## src/rtl/game24_pkg.sv

```systemverilog
// rtl/game24_pkg.sv - shared states, key codes and helpers for the 24-game controller
package game24_pkg;

    typedef enum logic [2:0] {
        ST_IDLE, ST_DEAL, ST_SEL_A, ST_SEL_B, ST_SEL_OP, ST_DONE
    } state_t;

    typedef enum logic [1:0] {OP_ADD, OP_SUB, OP_MUL, OP_DIV} op_t;

    localparam logic [3:0] KEY_NONE = 4'd0;
    localparam logic [3:0] KEY_ADD  = 4'd10;
    localparam logic [3:0] KEY_SUB  = 4'd11;
    localparam logic [3:0] KEY_MUL  = 4'd12;
    localparam logic [3:0] KEY_DIV  = 4'd13;

    function automatic logic is_slot(input logic [3:0] k);
        return (k >= 4'd1) && (k <= 4'd4);
    endfunction

    function automatic logic is_op(input logic [3:0] k);
        return (k >= KEY_ADD) && (k <= KEY_DIV);
    endfunction

    function automatic op_t key_op(input logic [3:0] k);
        case (k)
            KEY_SUB: return OP_SUB;
            KEY_MUL: return OP_MUL;
            KEY_DIV: return OP_DIV;
            default: return OP_ADD;
        endcase
    endfunction

    // Maps a random nibble onto a card face 1..13.
    function automatic logic [3:0] card(input logic [3:0] n);
        return (n % 4'd13) + 4'd1;
    endfunction

endpackage

```

## src/rtl/game24_fsm_lfsr16.sv

```systemverilog
// rtl/game24_fsm_lfsr16.sv - free-running 16-bit Galois LFSR, taps 16,14,13,11
module lfsr16 #(
    parameter logic [15:0] SEED = 16'hACE1
) (
    input  logic        clk,
    input  logic        rst,
    output logic [15:0] q
);

    always_ff @(posedge clk or negedge rst) begin
        if (!rst) begin
            q <= SEED;
        end else begin
            q <= {1'b0, q[15:1]} ^ (q[0] ? 16'hB400 : 16'h0000);
        end
    end

endmodule

```

## src/rtl/game24_fsm.sv

```systemverilog
// rtl/game24_fsm.sv - 24-game control FSM: deal, slot/operator selection, ALU, restart
module game24_fsm
    import game24_pkg::*;
#(
    parameter int          W    = 10,
    parameter logic [15:0] SEED = 16'hACE1
) (
    input  logic         clk,
    input  logic         rst,
    input  logic         START,
    input  logic         RESTART,
    input  logic [3:0]   decode,
    output logic [W-1:0] num1,
    output logic [W-1:0] num2,
    output logic [W-1:0] num3,
    output logic [W-1:0] num4
);

    // Double width so a large product can never wrap below the overflow check.
    localparam int RW = 2 * W;

    state_t        state;
    logic [W-1:0]  num  [4];
    logic [W-1:0]  orig [4];
    logic [3:0]    valid;
    logic [1:0]    sel_a, sel_b;
    logic [3:0]    key_q;
    logic [15:0]   lfsr_q;

    logic          press;
    logic [1:0]    kidx;
    logic          slot_ok;
    logic [W-1:0]  na, nb;
    logic [RW-1:0] r;
    logic          reject;

    lfsr16 #(.SEED(SEED)) u_lfsr (
        .clk (clk),
        .rst (rst),
        .q   (lfsr_q)
    );

    assign press   = (key_q == KEY_NONE) && (decode != KEY_NONE);
    assign kidx    = 2'(decode - 4'd1);
    assign slot_ok = is_slot(decode) && valid[kidx];

    always_comb begin
        na     = num[sel_a];
        nb     = num[sel_b];
        r      = '0;
        reject = 1'b0;
        case (key_op(decode))
            OP_ADD: r = RW'(na) + RW'(nb);
            OP_SUB: begin
                r      = RW'(na) - RW'(nb);
                reject = na < nb;
            end
            OP_MUL: r = RW'(na) * RW'(nb);
            OP_DIV: begin
                reject = (nb == '0);
                r      = reject ? '0 : RW'(na / nb);
            end
            default: r = '0;
        endcase
        if (|r[RW-1:W]) reject = 1'b1;
    end

    always_ff @(posedge clk or negedge rst) begin
        if (!rst) begin
            state <= ST_IDLE;
            key_q <= KEY_NONE;
            valid <= 4'h0;
            sel_a <= 2'd0;
            sel_b <= 2'd0;
            for (int i = 0; i < 4; i++) begin
                num[i]  <= '0;
                orig[i] <= '0;
            end
        end else begin
            key_q <= decode;
            if (START) begin
                state <= ST_DEAL;
            end else if (RESTART && state != ST_IDLE && state != ST_DEAL) begin
                for (int i = 0; i < 4; i++) num[i] <= orig[i];
                valid <= 4'hF;
                state <= ST_SEL_A;
            end else begin
                case (state)
                    ST_DEAL: begin
                        for (int i = 0; i < 4; i++) begin
                            num[i]  <= W'(card(lfsr_q[4*i +: 4]));
                            orig[i] <= W'(card(lfsr_q[4*i +: 4]));
                        end
                        valid <= 4'hF;
                        state <= ST_SEL_A;
                    end
                    ST_SEL_A: if (press && slot_ok) begin
                        sel_a <= kidx;
                        state <= ST_SEL_B;
                    end
                    ST_SEL_B: if (press && slot_ok && kidx != sel_a) begin
                        sel_b <= kidx;
                        state <= ST_SEL_OP;
                    end
                    ST_SEL_OP: if (press && is_op(decode)) begin
                        if (!reject) begin
                            num[sel_b]   <= r[W-1:0];
                            num[sel_a]   <= '0;
                            valid[sel_a] <= 1'b0;
                            state <= ($countones(valid) == 2) ? ST_DONE : ST_SEL_A;
                        end else begin
                            state <= ST_SEL_A;
                        end
                    end
                    default: state <= state;
                endcase
            end
        end
    end

    assign num1 = num[0];
    assign num2 = num[1];
    assign num3 = num[2];
    assign num4 = num[3];

endmodule

```

## config.mk

```make
export PLATFORM = sky130hd
export DESIGN_NAME = game24_fsm
export DESIGN_NICKNAME = d
export VERILOG_FILES = /design/src/rtl/game24_pkg.sv /design/src/rtl/game24_fsm_lfsr16.sv /design/src/rtl/game24_fsm.sv
export SDC_FILE = /design/constraint.sdc
export NUM_CORES = 1
export LEC_CHECK = 0
export ABC_AREA = 0
export CAP_MARGIN = 20
export CORE_UTILIZATION = 40
export CTS_BUF_LIST = sky130_fd_sc_hd__clkbuf_16
export DETAILED_ROUTE_END_ITERATION = 7
export PLACE_DENSITY_LB_ADDON = 0.05
export SLEW_MARGIN = 10
export SYNTH_ARGS = -nofsm -noshare
export SYNTH_HDL_FRONTEND = slang
export SYNTH_SLANG_ARGS = --single-unit
```

## constraint.sdc

```tcl
create_clock -name clk -period 86.6 [get_ports clk]
set_input_delay 17.32 -clock clk [delete_from_list [all_inputs] [get_ports clk]]
set_output_delay 17.32 -clock clk [all_outputs]
set_load 0.01 [all_outputs]
```

==> impl_metrics.env <==
export IMPL_status="complete, no violations"
export IMPL_fin_skew_ps=7.39
export IMPL_firstDrtPassIters=5
export IMPL_multiInputGateArea_um2=14900
export IMPL_routed_via_density=5.92
export IMPL_whs_path_depth=0
export IMPL_grt_setup_unrepaired="no"
export IMPL_fp_dieH_um=214
export IMPL_vias=17479
export IMPL_cts_resized=0
export IMPL_cts_hold_fix_buffers=0
export IMPL_synth_mux_area_share_pct=5.80
export IMPL_clk_pin_slew_ps=70
export IMPL_critical_path_peak_fanout=22
export IMPL_synth_cell_types=101
export IMPL_synth_compound_area_share_pct=25.8
export IMPL_hp_class="register to register"
export IMPL_clockBufferDepth=2
export IMPL_synth_xor_area_share_pct=4.58
export IMPL_drtAntennaViolNets=0
export IMPL_drv_slew=0
export IMPL_start_util_pct=40.6
export IMPL_synth_top_family_by_area="compound AO/OA/AOI/OAI gates"
export IMPL_worst_pin_slew_ps=1090
export IMPL_regArea_um2=2190
export IMPL_final_setup_viol_count=0
export IMPL_antenna_cells=0
export IMPL_die_w_um=214
export IMPL_cpPeakStageDelay_ps=840
export IMPL_drive_gt1_share_pct=7.50
export IMPL_yosys_register_bits=87
export IMPL_cpMaxStageDelayCell="nor2_1"
export IMPL_antenna_found_initial=1
export IMPL_synthToLayoutAreaGrowth_pct=8.31
export IMPL_dieArea_um2=45800
export IMPL_hold_viol=0
export IMPL_root_buffer="clkbuf_16"
export IMPL_fillCellCount=4493
export IMPL_drcViolationCount=0
export IMPL_grt_pass1_wl_mm=95.2
export IMPL_globalRouteTotalUtil_pct=25.9
export IMPL_rows=77
export IMPL_critPathRequiredTime_ps=86830
export IMPL_portBuffers=47
export IMPL_routedWlPerCell_um=20.3
export IMPL_maxCapViolations=0
export IMPL_synth_edf_count=0
export IMPL_ios=48
export IMPL_finalSetupTns_ps=0
export IMPL_hpwl_mm=46.6
export IMPL_grt_max_degree=51
export IMPL_synth_main_ff_cell="dfrtp_1"
export IMPL_gp_congestion=0.894
export IMPL_synth_warnings=0
export IMPL_synthAdderAreaFrac_pct=24.5
export IMPL_cp_end_kind="register"
export IMPL_nets=2675
export IMPL_finalCritPeriodShare_pct=57.9
export IMPL_seq_area_frac_synth_pct=12.2
export IMPL_synthSimpleGateAreaFrac_pct=21.7
export IMPL_critPathArrivalTime_ps=50340
export IMPL_numCtsBuffers=9
export IMPL_synthCells=2323
export IMPL_fp_coreArea_um2=44200
export IMPL_grt_pass1_vias=17292
export IMPL_criticalPathCategory="register to register"
export IMPL_avgSynthCellArea_um2=7.73
export IMPL_synthArstFlopShare_pct=100
export IMPL_finalWirelength_mm=59.8
export IMPL_layout_common_cells="248 x nand2_1, 248 x ha_1, 230 x nor2_1"
export IMPL_max_slew_margin_pct=27.5
export IMPL_clock_latency_ps=350
export IMPL_start_kind="register"
export IMPL_cts_tree="done"
export IMPL_crit_top_cell="o21a_1"
export IMPL_fmax_mhz=20.0
export IMPL_rr_worst_depth=206
export IMPL_syn_cell_area_um2=18000
export IMPL_cts_max_level=3
export IMPL_drt_iter0_markers=1207
export IMPL_cts_setup_buffers=0
export IMPL_period_minus_slack_ps=50110
export IMPL_cts_sinks=87
export IMPL_grt_overflow=0
[Yosys cell counts, drive strengths merged, types with 24 or more instances]
cell type  number  area share (%)
a21o           37             1.5
a21oi         127             3.6
and2           30             1.1
clkbuf         45            0.94
dfrtp          79              11
fa             65             7.2
ha            248              17
inv           181             3.8
mux2           40             2.6
mux2i          40             2.2
nand2         248             5.2
nand2b         26            0.91
nand3          32            0.89
nor2          231             4.9
nor3          105             3.1
o211ai         35             1.5
o21a           76             3.2
o21ai         159             4.7
o31ai          51             2.2
or3            24            0.86
xnor2          51             2.5
xor2           42             2.1
[critical path: cells and delay by family, from the launching register on]
family | cells | cell delay, ps
buffers and inverters | 9 | 2130
adders and majority gates | 18 | 5900
DFF | 1 | 720
AOI/OAI and AO/OA | 110 | 23510
muxes | 4 | 1600
and+or+nand+nor | 65 | 15950
[metrics by stage]
| step | area, µm² | hold WS [ps] | worst slack (ps) | instances | utilization, % |
|---|---|---|---|---|---|
| floorplan | 18000 | 359 | 42140 | 2331 | - |
| global placement | 19100 | 367 | 38210 | 2935 | 43.3 |
| detailed placement | 19100 | 370 | 37220 | 2935 | 43.3 |
| CTS | 19500 | 383 | 36920 | 2951 | 44.0 |
| global route | 19500 | 390 | 32130 | 2951 | 44.0 |
| finish | 19500 | 381 | 36490 | 2951 | 44.0 |
[layout make-up]
class,instances,area share [%]
timing repair buffer,74,3.45
tap,592,3.81
clock buffer,9,1.16
clock inverter,7,0.437
multi-input combinational,2000,76.4
inverter,182,3.53
sequential,87,11.2
[state kept, by name, summed over array words and instances (netlist names)]
name      cells
sel_a         2
num1         10
sel_b         2
orig         16
key_q         4
valid         4
num4         10
u_lfsr.q     16
num3         10
state         3
num2         10
[cell families after synthesis]
group / after synthesis
other cells: 1
flops: 87
simple gates: 821
compound gates: 676
mux: 88
fa+ha+maj: 313
xor+xnor: 93
buf+inv: 244
[final timing paths]
check                       startpoint          end  slack, ps
max                           sel_b[1]      num4[0]      36490
min                        u_lfsr.q[6]  u_lfsr.q[5]        380
max in group asynchronous          rst      num2[6]      68610
min reg2reg                u_lfsr.q[6]  u_lfsr.q[5]        380
max reg2reg                   sel_b[1]      num4[0]      36490
min in group asynchronous          rst  u_lfsr.q[1]      16920
[routing by layer]
layer / GRT usage [%] / vias up / part of all wire [%]
li1: - / 8539 / -
met1: 36.2 / 8488 / 49
met2: 43.3 / 386 / 45
met3: 2.16 / 66 / 4.0
met4: 5.08 / 0 / 1.6
met5: 0 / - / 0
Power is not shown: default switching activity piles up to over one toggle a cycle in this logic, so the estimate is an artifact.
